### src/rtl/bp_io_mmio_responder_if.sv
// IO command/response channel between an IO CCE mem link and an MMIO responder.
// The master issues commands and accepts responses; the slave is the responder.
interface bp_io_mmio_responder_if #(
  parameter int paddr_width_p   = 40,
  parameter int dword_width_p   = 64,
  parameter int payload_width_p = 16
);
  logic                       io_cmd_v;
  logic                       io_cmd_yumi;
  logic                       io_cmd_wr;
  logic [paddr_width_p-1:0]   io_cmd_addr;
  logic [1:0]                 io_cmd_size;
  logic [payload_width_p-1:0] io_cmd_payload;
  logic [dword_width_p-1:0]   io_cmd_data;

  logic                       io_resp_v;
  logic                       io_resp_ready;
  logic                       io_resp_wr;
  logic [paddr_width_p-1:0]   io_resp_addr;
  logic [1:0]                 io_resp_size;
  logic [payload_width_p-1:0] io_resp_payload;
  logic [dword_width_p-1:0]   io_resp_data;
  logic                       io_resp_err;

  modport master (
    output io_cmd_v, io_cmd_wr, io_cmd_addr, io_cmd_size, io_cmd_payload, io_cmd_data,
    output io_resp_ready,
    input  io_cmd_yumi,
    input  io_resp_v, io_resp_wr, io_resp_addr, io_resp_size, io_resp_payload,
    input  io_resp_data, io_resp_err
  );

  modport slave (
    input  io_cmd_v, io_cmd_wr, io_cmd_addr, io_cmd_size, io_cmd_payload, io_cmd_data,
    input  io_resp_ready,
    output io_cmd_yumi,
    output io_resp_v, io_resp_wr, io_resp_addr, io_resp_size, io_resp_payload,
    output io_resp_data, io_resp_err
  );
endinterface

### src/rtl/bp_io_mmio_responder.sv
// Terminating MMIO responder: a bank of 64-bit registers plus a read-only
// free-running cycle counter, one IO command in flight, one response per command.
module bp_io_mmio_responder #(
  parameter int                       paddr_width_p   = 40,
  parameter int                       dword_width_p   = 64,
  parameter int                       payload_width_p = 16,
  parameter int                       num_regs_p      = 8,
  parameter logic [paddr_width_p-1:0] base_addr_p     = '0
) (
  input  logic                    clk_i,
  input  logic                    reset_n_i,
  bp_io_mmio_responder_if.slave   io
);

  localparam int idx_width_lp = (num_regs_p > 1) ? $clog2(num_regs_p) : 1;

  localparam logic [0:0] IDLE = 1'b0;
  localparam logic [0:0] RESP = 1'b1;

  logic [0:0]                 state_q, state_d;
  logic [dword_width_p-1:0]   counter_q;
  logic [dword_width_p-1:0]   regs_q [num_regs_p];

  logic                       resp_wr_q;
  logic [paddr_width_p-1:0]   resp_addr_q;
  logic [1:0]                 resp_size_q;
  logic [payload_width_p-1:0] resp_payload_q;
  logic [dword_width_p-1:0]   resp_data_q;
  logic                       resp_err_q;

  logic                       yumi;
  logic                       hit, isReg, isCnt, misaligned, cmdErr;
  logic [8:0]                 wordIdx;
  logic [idx_width_lp-1:0]    regIdx;
  logic [2:0]                 byteOff;
  logic [7:0]                 sizeMask, wrMask;
  logic [dword_width_p-1:0]   dataMask, readSrc, readData, wrData;

  assign yumi = (state_q == IDLE) && io.io_cmd_v;

  // Decode and data alignment are computed straight from the offered command
  // so the access can complete in the yumi cycle.
  always_comb begin
    hit      = io.io_cmd_addr[paddr_width_p-1:12] == base_addr_p[paddr_width_p-1:12];
    wordIdx  = io.io_cmd_addr[11:3];
    isReg    = wordIdx < 9'(num_regs_p);
    isCnt    = wordIdx == 9'(num_regs_p);
    regIdx   = io.io_cmd_addr[3 +: idx_width_lp];
    byteOff  = io.io_cmd_addr[2:0];
    sizeMask   = 8'h01;
    dataMask   = 64'h0000_0000_0000_00FF;
    misaligned = 1'b0;
    case (io.io_cmd_size)
      2'd0: begin
        sizeMask   = 8'h01;
        dataMask   = 64'h0000_0000_0000_00FF;
        misaligned = 1'b0;
      end
      2'd1: begin
        sizeMask   = 8'h03;
        dataMask   = 64'h0000_0000_0000_FFFF;
        misaligned = byteOff[0];
      end
      2'd2: begin
        sizeMask   = 8'h0F;
        dataMask   = 64'h0000_0000_FFFF_FFFF;
        misaligned = |byteOff[1:0];
      end
      default: begin
        sizeMask   = 8'hFF;
        dataMask   = 64'hFFFF_FFFF_FFFF_FFFF;
        misaligned = |byteOff;
      end
    endcase
    cmdErr   = !hit || misaligned || !(isReg || isCnt) || (io.io_cmd_wr && isCnt);
    readSrc  = isCnt ? counter_q : regs_q[regIdx];
    readData = (readSrc >> {byteOff, 3'b000}) & dataMask;
    wrMask   = 8'(sizeMask << byteOff);
    wrData   = io.io_cmd_data << {byteOff, 3'b000};
  end

  always_comb begin
    state_d = state_q;
    case (state_q)
      IDLE:    if (yumi) state_d = RESP;
      default: if (io.io_resp_ready) state_d = IDLE;
    endcase
  end

  always_ff @(posedge clk_i) begin
    if (!reset_n_i) begin
      state_q        <= IDLE;
      counter_q      <= '0;
      resp_wr_q      <= 1'b0;
      resp_addr_q    <= '0;
      resp_size_q    <= '0;
      resp_payload_q <= '0;
      resp_data_q    <= '0;
      resp_err_q     <= 1'b0;
      for (int r = 0; r < num_regs_p; r++) regs_q[r] <= '0;
    end else begin
      state_q   <= state_d;
      counter_q <= counter_q + 1'b1;
      if (yumi) begin
        resp_wr_q      <= io.io_cmd_wr;
        resp_addr_q    <= io.io_cmd_addr;
        resp_size_q    <= io.io_cmd_size;
        resp_payload_q <= io.io_cmd_payload;
        resp_err_q     <= cmdErr;
        resp_data_q    <= (io.io_cmd_wr || cmdErr) ? '0 : readData;
        // Errored writes never reach the register file.
        if (io.io_cmd_wr && !cmdErr && isReg) begin
          for (int b = 0; b < 8; b++) begin
            if (wrMask[b]) regs_q[regIdx][8*b +: 8] <= wrData[8*b +: 8];
          end
        end
      end
    end
  end

  assign io.io_cmd_yumi     = yumi;
  assign io.io_resp_v       = (state_q == RESP);
  assign io.io_resp_wr      = resp_wr_q;
  assign io.io_resp_addr    = resp_addr_q;
  assign io.io_resp_size    = resp_size_q;
  assign io.io_resp_payload = resp_payload_q;
  assign io.io_resp_data    = resp_data_q;
  assign io.io_resp_err     = resp_err_q;

endmodule
### src/flat_wrapper.sv
// flat-port wrapper written by rule: the top's interface ports become plain ports
module bp_io_mmio_responder_flat 
#(
  parameter int                       paddr_width_p   = 40,
  parameter int                       dword_width_p   = 64,
  parameter int                       payload_width_p = 16,
  parameter int                       num_regs_p      = 8,
  parameter logic [paddr_width_p-1:0] base_addr_p     = '0
)
  (clk_i, reset_n_i, io_io_cmd_v, io_io_cmd_wr, io_io_cmd_addr, io_io_cmd_size, io_io_cmd_payload, io_io_cmd_data, io_io_resp_ready, io_io_cmd_yumi, io_io_resp_v, io_io_resp_wr, io_io_resp_addr, io_io_resp_size, io_io_resp_payload, io_io_resp_data, io_io_resp_err);
  bp_io_mmio_responder_if #(.paddr_width_p(paddr_width_p), .dword_width_p(dword_width_p), .payload_width_p(payload_width_p)) io_i ();
  input  logic clk_i;
  input  logic reset_n_i;
  input wire logic [$bits(io_i.io_cmd_v)-1:0] io_io_cmd_v;
  input wire logic [$bits(io_i.io_cmd_wr)-1:0] io_io_cmd_wr;
  input wire logic [$bits(io_i.io_cmd_addr)-1:0] io_io_cmd_addr;
  input wire logic [$bits(io_i.io_cmd_size)-1:0] io_io_cmd_size;
  input wire logic [$bits(io_i.io_cmd_payload)-1:0] io_io_cmd_payload;
  input wire logic [$bits(io_i.io_cmd_data)-1:0] io_io_cmd_data;
  input wire logic [$bits(io_i.io_resp_ready)-1:0] io_io_resp_ready;
  output wire logic [$bits(io_i.io_cmd_yumi)-1:0] io_io_cmd_yumi;
  output wire logic [$bits(io_i.io_resp_v)-1:0] io_io_resp_v;
  output wire logic [$bits(io_i.io_resp_wr)-1:0] io_io_resp_wr;
  output wire logic [$bits(io_i.io_resp_addr)-1:0] io_io_resp_addr;
  output wire logic [$bits(io_i.io_resp_size)-1:0] io_io_resp_size;
  output wire logic [$bits(io_i.io_resp_payload)-1:0] io_io_resp_payload;
  output wire logic [$bits(io_i.io_resp_data)-1:0] io_io_resp_data;
  output wire logic [$bits(io_i.io_resp_err)-1:0] io_io_resp_err;
  assign io_i.io_cmd_v = io_io_cmd_v;
  assign io_i.io_cmd_wr = io_io_cmd_wr;
  assign io_i.io_cmd_addr = io_io_cmd_addr;
  assign io_i.io_cmd_size = io_io_cmd_size;
  assign io_i.io_cmd_payload = io_io_cmd_payload;
  assign io_i.io_cmd_data = io_io_cmd_data;
  assign io_i.io_resp_ready = io_io_resp_ready;
  assign io_io_cmd_yumi = io_i.io_cmd_yumi;
  assign io_io_resp_v = io_i.io_resp_v;
  assign io_io_resp_wr = io_i.io_resp_wr;
  assign io_io_resp_addr = io_i.io_resp_addr;
  assign io_io_resp_size = io_i.io_resp_size;
  assign io_io_resp_payload = io_i.io_resp_payload;
  assign io_io_resp_data = io_i.io_resp_data;
  assign io_io_resp_err = io_i.io_resp_err;
  bp_io_mmio_responder #(.paddr_width_p(paddr_width_p), .dword_width_p(dword_width_p), .payload_width_p(payload_width_p), .num_regs_p(num_regs_p), .base_addr_p(base_addr_p)) u_core (.clk_i(clk_i), .reset_n_i(reset_n_i), .io(io_i));
endmodule
### config.mk
export PLATFORM = sky130hd
export DESIGN_NAME = bp_io_mmio_responder_flat
export DESIGN_NICKNAME = d
export VERILOG_FILES = /design/src/rtl/bp_io_mmio_responder_if.sv /design/src/rtl/bp_io_mmio_responder.sv /design/src/flat_wrapper.sv
export SDC_FILE = /design/constraint.sdc
export NUM_CORES = 1
export LEC_CHECK = 0
export BUFFER_PORTS_ARGS = -buffer_cell sky130_fd_sc_hd__buf_4
export CORE_MARGIN = 2
export CORE_UTILIZATION = 35
export CTS_CLUSTER_SIZE = 20
export DETAILED_ROUTE_END_ITERATION = 16
export GPL_ROUTABILITY_DRIVEN = 0
export HOLD_SLACK_MARGIN = 0.15
export SLEW_MARGIN = 20
export SYNTH_ARGS = -nofsm -noshare
export SYNTH_HDL_FRONTEND = slang
export SYNTH_SLANG_ARGS = --single-unit
### constraint.sdc
create_clock -name clk_i -period 3 [get_ports clk_i]
set_clock_uncertainty 0.2 [all_clocks]
set_input_delay 0.15 -clock clk_i [delete_from_list [all_inputs] [get_ports clk_i]]
set_output_delay 0.15 -clock clk_i [all_outputs]
set_load 0.005 [all_outputs]
Yosys cells after proc, flatten, opt, wreduce, memory -nomap -nowiden
Memories as Yosys holds them, arrays and structs flattened.
Cells that the tools add are included.
- add/subtract/negate cells: 1
- magnitude comparators: 1
- eq/ne operators: 3
- shifts and indexed selects: 3
- multiplexer cells: 52
- bitwise logic cells: 2
- reduce and logical (&&, ||, !) cells: 17
- operator list (cell ; number):
    64-bit 2-to-1 mux ; 3
    64-bit one-hot mux with 3 select lines ; 1
    64-bit by 1-bit adder with 64-bit output (second input constant) ; 1
    64-bit bitwise AND ; 1
    64-bit OR reduction ; 1
    64-bit by 6-bit left shift with 64-bit output ; 1
    64-bit by 6-bit >> shifter with 64-bit output ; 1
    1-bit 2-to-1 mux ; 44
    28-bit logical NOT ; 1
    8-bit one-hot mux with 3 select lines ; 1
    9-bit by 4-bit == test with 1-bit output (second input constant) ; 1
    9-bit by 4-bit < comparator with 1-bit output (second input constant) ; 1
    8-bit 2-to-1 mux ; 1
    8-bit by 3-bit left shift with 8-bit output ; 1
    1-bit logical OR ; 5
    1-bit logical AND ; 4
    1-bit logical NOT ; 3
    3-bit 2-to-1 mux ; 1
    1-bit one-hot mux with 3 select lines ; 1
    3-bit OR reduction ; 1
    2-bit by 1-bit == test with 1-bit output (second input constant) ; 1
    2-bit == test (second input constant) ; 1
    2-bit logical NOT ; 1
    2-bit OR reduction ; 1
    1-bit inverter ; 1
- flip-flop bits (word level): 189
- bits in writable memories: 512
- input bits: 127
- output and inout port bits: 126
- word-level logic and storage cells: 88
- memories: 1
- memories (name ; words ; bits a word ; rd ports ; clocked after memory_dff ; write ports ; line ; source):
    u_core.regs_q ; 8 ; 64 ; 1 ; 0 ; 8 ; bp_io_mmio_responder.sv:22 ; logic [dword_width_p-1:0] regs_q [num_regs_p];

Depth between registers and ports, before layout
Gate-level depths: netlist of the first run.
- word-level depth: 14
- mapped depth: 12
- depth with buffers taken out: 8

Worst setup path before layout of the first run
OpenSTA, ideal clock, no wires.
- path kind: input to register
- start point: in io_io_cmd_addr[3]
- end point: mem u_core.regs_q[0][40] (enable)
- library setup time: 0.329 ns
- arrival: 2.632 ns
- required time: 2.471 ns
- path slack: -0.161 ns
- cell stages on the path: 8
- path buffers: 1
- path through: buf_2 > o41ai_1 > o21ai_1 > nor4_4 > nand3_2 > a2111oi_4 > nand2_2 > nand2_1
- RTL lines (item ; line ; source):
    start: declaration ; flat_wrapper.sv:16 ; input wire logic [$bits(io_i.io_cmd_addr)-1:0] io_io_cmd_addr;
    end: declaration ; bp_io_mmio_responder.sv:22 ;

==> results of run 1 <==
## logic make-up (layout without fill, tap and decap cells)
kind of cell,after synthesis,after routing
mux,274,274
simple gates,1287,1287
xor+xnor,54,54
fa+ha+maj,1,1
flops,701,701
buf+inv,203,1097
compound gates,502,502
## synth_stat cells, drive strengths merged (8+ instances only)
cell and instances:
buf 69, or2 10, mux2i 140, xnor2 32, a221oi 12, nand3 26
o22ai 42, nor3 29, a31oi 13, o21ai 105, nor2b 39, mux2 74
a21oi 75, and2 62, and3 16, xor2 22, a22oi 34, or3 11
nand4 17, dfxtp 189, a211o 8, a211oi 38, nand2b 26, a21boi 66
nor4 25, o32ai 8, o221ai 24, mux4 60, nor2 599, clkbuf 113
nand2 405, edfxtp 512, inv 19
## critical path: stages
cell,delay [ns]
dlygate4sd3_1,0.55
buf_4,0.14
nor4_2,0.34
buf_4,0.19
o2111ai_1,0.21
nor4_4,0.37
nand3_4,0.12
buf_12,0.17
a2111oi_4,0.30
buf_12,0.20
nand2_2,0.06
nand2_1,0.14
buf_4,0.16
## power by group
group          leakage, nW  switching, mW  total, mW  internal [mW]
Clock                 1.27           4.02       9.86           5.84
Sequential            6.71          0.129       10.8           10.7
Combinational         9.28           1.88       3.31           1.43
## per-stage QoR
step	utilization (%)	setup slack, ns	cells
after floorplan	-	0.02324	3022
after global placement	42.85	-0.1319	4800
after detailed placement	42.85	-0.1854	4800
after CTS	48.02	0.03381	5166
after global routing	48.18	-0.02217	5170
final	48.18	0.01963	5170
## routing by layer
metal	share of wire [%]	vias up
li1	-	12630
met1	41	13840
met2	46	1616
met3	9.7	256
met4	4.0	4
met5	0.021	-
## layout make-up
cell class	count	area, um2
Clock buffer	93	2093
Clock inverter	50	508.0
Fill cell	8367	48510
Inverter	21	78.83
Multi-Input combinational cell	2118	13310
Sequential cell	701	19160
Tap cell	1254	1569
Timing Repair Buffer	933	8389
## worst min-delay path by stage
stage / from / slack (ns) / to
after detailed placement: io_io_resp_ready / 0.22 / u_core.io.io_resp_v
after floorplan: io_io_cmd_payload[10] / 0.09 / u_core.io.io_resp_payload[10]
final: io_io_cmd_data[52] / 0.16 / u_core.regs_q[5][52]
after global routing: io_io_cmd_addr[36] / 0.16 / u_core.io.io_resp_addr[36]
after global placement: io_io_resp_ready / 0.21 / u_core.io.io_resp_v
after CTS: io_io_cmd_addr[10] / 0.16 / u_core.io.io_resp_addr[10]
## registers in the layout (all words and copies together), names as in the netlist
signal,flops
u_core.io.io_resp_addr,40
u_core.counter_q,64
u_core.io.io_resp_data,64
u_core.io.io_resp_wr,1
u_core.io.io_resp_err,1
u_core.regs_q,512
u_core.io.io_resp_payload,16
u_core.io.io_resp_size,2
u_core.io.io_resp_v,1
## repair_timing
action                                  CTS  global route
endpoints found under the setup margin    0           464
hold buffers                            223             0
setup buffers                             0             2
resized for setup                         0            15
endpoints found under the hold margin   519             0
==> impl_metrics.tcl, run 1 <==
set metrics [dict create \
    drive_gt1_share_pct 26.63 \
    yosys.area_share.simple_pct 17.15 \
    ys_seq_area_share_pct 57.78 \
    grt_busiest_layer "met2" \
    syn2layout_area_growth_pct 36.03 \
    synth_edf_count 512 \
    crit_start "io_io_cmd_addr[12]" \
    synth_compound_area_share_pct 10.40 \
    setup-tns-final_ns 0 \
    placed_area_um2 40110 \
    cp_data_required_time_ns 3.15 \
    powerDensity_nw_per_um2 531.6 \
    gr-total-overflow 0 \
    status "complete, no violations" \
    relSlewSlack_pct 30.21 \
    synth-seq-cells 701 \
    ant_nets 0 \
    rr_startpoint "u_core.regs_q[0][29]" \
    cts-root-buf "clkbuf_16" \
    worstMarginPinSlew_ns 1.047 \
    route.vias.total 28350 \
    r2r_setup_slack_ns 0.24 \
    core_area_um2 93610 \
    hold_viol_final 0 \
    cellLeakagePower_nw 17.26 \
    first_global_vias 27450 \
    synth_warnings 0 \
    synthAdderAreaFrac_pct 0.03774 \
    path_max_fanout 8 \
    antenna_found_initial 3 \
    holdPathStages 5 \
    max_freq_ghz 0.3355 \
    globalRouteMet3Util_pct 4.738 \
    synthArstFlopShare_pct 0 \
    netlist_area_um2 33160 \
    port_buffers 252 \
    worst_setup_path_start_kind "input pin" \
    maxSlewViolCount 0 \
    grt_pass1_wl_um 184700 \
    power_mw 23.98 \
    whs_ns 0.1632 \
    mostFrequentLayoutCells "buf_4 (644), nor2_1 (596), edfxtp_1 (512)" \
    yosysUniqueCellTypes 76 \
    clk_transition_reported_paths_ns 0.06 \
    cap_violations 0 \
    synthesis.nets 3150 \
    stdcell_area_um2 45100 \
    setup_violations 0 \
    dieHeight_um 311.8 \
    gr-usage-met1_pct 34.21 \
    synthMuxAreaShare_pct 10.82 \
    clock_latency_ns 0.64 \
    rr_worst_depth 7 \
    tritoncts "done" \
    synth_top_area_share_pct 46.37 \
    timing.rr.end "u_core.io.io_resp_data[5]" \
    avgViaCountPerCell 5.483 \
    drt-total-wl_um 127500 \
    die_area_um2 97210 \
    critPathArrivalTime_ns 3.13 \
    period_minus_slack_ns 2.980 \
    dp_hpwl_um 93190 \
    synthCells 3022 \
    clock_sinks 701 \
    drt-wirelength-per-cell_um 24.65 \
    nets 3981 \
    die_w_um 311.8 \
    final_common_cell "buf_4" \
    ios 253 \
    synth_top_family_by_area "simple AND/OR/NAND/NOR gates" \
    synth.area.top_cells "edfxtp_1 (46%), dfxtp_1 (11%), nor2_1 (6.8%), mux2i_1 (4.2%), nand2_1 (4.1%)" \
    path_class "in -> reg" \
    tritoncts.num_buffers 78 \
    h-tree-depth 3 \
    drc 0 \
    crit_end "u_core.regs_q[6][47]" \
    clk_path_buf_depth 3 \
    synth.avg_cell_area_um2 10.97 \
    rows 112 \
    finalCritPeriodShare_pct 99.35 \
    yosys.area.top_type "edfxtp_1" \
    synth_xor_area_share_pct 1.426 \
    ys.flop_type "edfxtp_1" \
    ir_drop_mv 0.4677 \
    hp-class "in -> reg" \
    dr.pass1.iters 6 \
    drt_iter0_drc 3818 \
    globalRouteTotalUtil_pct 25.48 \
    antenna_cells 0 \
    end_kind "flop" \
    grt_max_degree 152 \
    gr-usage-met2_pct 40.80 \
    start_util_pct 35.42 \
]
Note: power is estimated with default switching activity, not from simulation.
==> run 2, diff against run 1 <==
--- a/config.mk
+++ b/config.mk
@@ -5,6 +5,7 @@
 export SDC_FILE = /design/constraint.sdc
 export NUM_CORES = 1
 export LEC_CHECK = 0
+export ABC_AREA = 1
 export BUFFER_PORTS_ARGS = -buffer_cell sky130_fd_sc_hd__buf_4
 export CORE_MARGIN = 2
 export CORE_UTILIZATION = 35
==> impl_metrics.tcl, run 2 <==
set metrics [dict create \
    ys_seq_area_share_pct 54.06 \
    cts-root-buf "clkbuf_16" \
    h-tree-depth 3 \
    largest_register_ffs 512 \
    timing.critical_path.mode_cell "nand2_1" \
    cellLeakagePower_nw 19.27 \
    ir_drop_mv 0.3344 \
    mostFrequentLayoutCells "nand2_1 (1329), nor2_1 (827), edfxtp_1 (512)" \
    path_max_fanout 9 \
    worst_setup_path_start_kind "input pin" \
    grt_setup_unrepaired "no" \
    synthArstFlopShare_pct 0 \
    fin_ws_ns -0.003078 \
    synth_top_area_share_pct 43.39 \
    die_area_um2 103800 \
    synth_xor_area_share_pct 0.3707 \
    synth-seq-cells 701 \
    tritoncts "done" \
    dp_hpwl_um 90710 \
    drive_gt1_share_pct 14.38 \
    holdPathStages 5 \
    maxSlewViolCount 0 \
    nets 5161 \
    synthTopCellsByCount "nand2_1 (1332), nor2_1 (834), edfxtp_1 (512)" \
    ios 253 \
    drt-total-wl_um 130700 \
    clk_transition_reported_paths_ns 0.06 \
    max_freq_ghz 0.3330 \
    hp-class "in -> reg" \
    route.vias.total 33160 \
    ant_nets 0 \
    clock_latency_ns 0.65 \
    globalRouteTotalUtil_pct 24.62 \
    end_kind "flop" \
    synthesis.nets 4584 \
    rr_worst_depth 12 \
    path_class "in -> reg" \
    yosys.area.top_type "edfxtp_1" \
    whs_ns 0.1897 \
    period_minus_slack_ns 3.003 \
    syn2layout_area_growth_pct 27.81 \
    max_stage_delay_ns 0.57 \
    yosysUniqueCellTypes 45 \
    synth_edf_count 512 \
    synth_compound_area_share_pct 5.127 \
    port_buffers 252 \
    violations "negative setup slack" \
    rows 116 \
    grt_max_degree 142 \
    hold_viol_final 0 \
    synthCells 4456 \
    grt_pass1_wl_um 192400 \
    stdcell_area_um2 45290 \
    top_register "u_core.regs_q" \
    ys.flop_type "edfxtp_1" \
    clk_path_buf_depth 3 \
    core_area_um2 100300 \
    relSlewSlack_pct 28.34 \
    gr-total-overflow 0 \
    cp_data_required_time_ns 3.10 \
    dieHeight_um 322.2 \
    status "finished, violations left" \
    netlist_area_um2 35440 \
    cp_slowest_cell "dlygate4sd3_1" \
    critPathArrivalTime_ns 3.10 \
    drt-wirelength-per-cell_um 20.26 \
    cap_violations 0 \
    tritoncts.num_buffers 78 \
    synth_warnings 0 \
    powerDensity_nw_per_um2 522.0 \
    drt_iter0_drc 3929 \
    avgViaCountPerCell 5.142 \
    synth_top_family_by_area "simple AND/OR/NAND/NOR gates" \
    yosys.area_share.simple_pct 33.99 \
    first_global_vias 31540 \
    drc 0 \
    setup_violations 3 \
    die_w_um 322.2 \
    yosysMostFrequentCell "nand2_1" \
    finalCritPeriodShare_pct 100.1 \
    path_cells "dlygate4sd3_1 > buf_4 > nor2_1 > nand2_1 > nor3_1 > nand2_1 > nor2_1 > nand2_1 > nor2_4 > nand4_4 > buf_12 > nor2_8 > nand2_4 > nand2_1" \
    nFillCells 9727 \
    final_common_cell "nand2_1" \
    synthMuxAreaShare_pct 0.6779 \
    dr.pass1.iters 6 \
    synth.area.top_cells "edfxtp_1 (43%), nand2_1 (14%), dfxtp_1 (11%), nor2_1 (8.8%), nand3_1 (6.5%)" \
    worstMarginPinSlew_ns 1.075 \
    start_util_pct 35.33 \
    placed_area_um2 40510 \
    antenna_found_initial 2 \
    synthAdderAreaFrac_pct 0.03531 \
    synth.avg_cell_area_um2 7.953 \
    clock_sinks 701 \
]
run 2: cell types whose count changed after synthesis, moves of 66 or more:
cell	delta
mux2i_1	-116
nand3_1	+437
nor2_1	+235
nand2_1	+967
mux2_2	-74
inv_1	+290
a21boi_0	-66
run 2: report_power, final:
part | internal [mW] | switching [mW]
clock | 5.62 | 4.01
combinational | 1.10 | 2.10
sequential | 10.7 | 0.119
total | 17.4 | 6.23
run 2: final cells by class:
type	instances	area [um2]	area share [%]
antenna	1	2.502	0.005525
multi-input combinational	3222	14300	31.57
sequential	701	19160	42.30
timing repair buffer	717	6407	14.15
inverter	313	1192	2.633
clock buffer	102	2167	4.785
tap	1357	1698	3.749
clock inverter	37	367.9	0.8122
run 2: critical path: cells and delay by family:
family	cells	cell delay, ns
buf+inv	3	0.92
simple gates	11	2.03
run 2: through the flow:
| step | instances | setup WS [ns] | TNS, ns | utilization [%] | total power, mW |
|---|---|---|---|---|---|
| 6_report | 6450 | -0.003078 | -0.009058 | 45.16 | 23.64 |
| 3_5_place_dp | 6089 | -0.3238 | -105.67 | 40.39 | 13.84 |
| 3_3_place_gp | 6089 | -0.3704 | -149.56 | 40.39 | 13.82 |
| 5_1_grt | 6450 | 0.001372 | 0 | 45.16 | 24.35 |
| 2_1_floorplan | 4456 | 0.4101 | 0 | - | 12.40 |
| 4_1_cts | 6448 | 0.1143 | 0 | 45.11 | 23.60 |
run 2: logic make-up (layout without fill, tap and decap cells):
| family | Yosys count | in the layout |
|---|---|---|
| AO/OA/AOI/OAI | 332 | 332 |
| AND/OR/NAND/NOR | 2850 | 2850 |
| flip-flops | 701 | 701 |
| XOR/XNOR | 15 | 15 |
| other | 0 | 1 |
| buffers and inverters | 533 | 1169 |
| adder cells (fa/ha/maj) | 1 | 1 |
| multiplexers | 24 | 24 |
run 2: path summary, 6_finish.rpt:
path,startpoint,to,slack [ns]
hold reg to reg,u_core.io.io_resp_data[18],u_core.io.io_resp_data[18],0.26
hold / removal,io_io_cmd_data[2],u_core.regs_q[5][18],0.19
setup / recovery,io_io_cmd_addr[15],u_core.regs_q[0][4],-0.003
setup reg to reg,u_core.io.io_resp_v,u_core.regs_q[7][42],0.21
run 2: what timing repair did:
item | in CTS | in global routing
resized for setup | 0 | 6
endpoints found under the hold margin | 430 | 0
hold buffers | 220 | 0
buffers inserted | 0 | 0
setup endpoints to repair | 0 | 28
run 2: layer usage:
metal  track usage (%)  up-vias  wire length (um)
li1                  -    15730                 -
met1             32.66    15550             52760
met2             37.86     1625             57720
met3             6.210      268             13680
met4             11.21        0              6526
met5                 0        -                 0
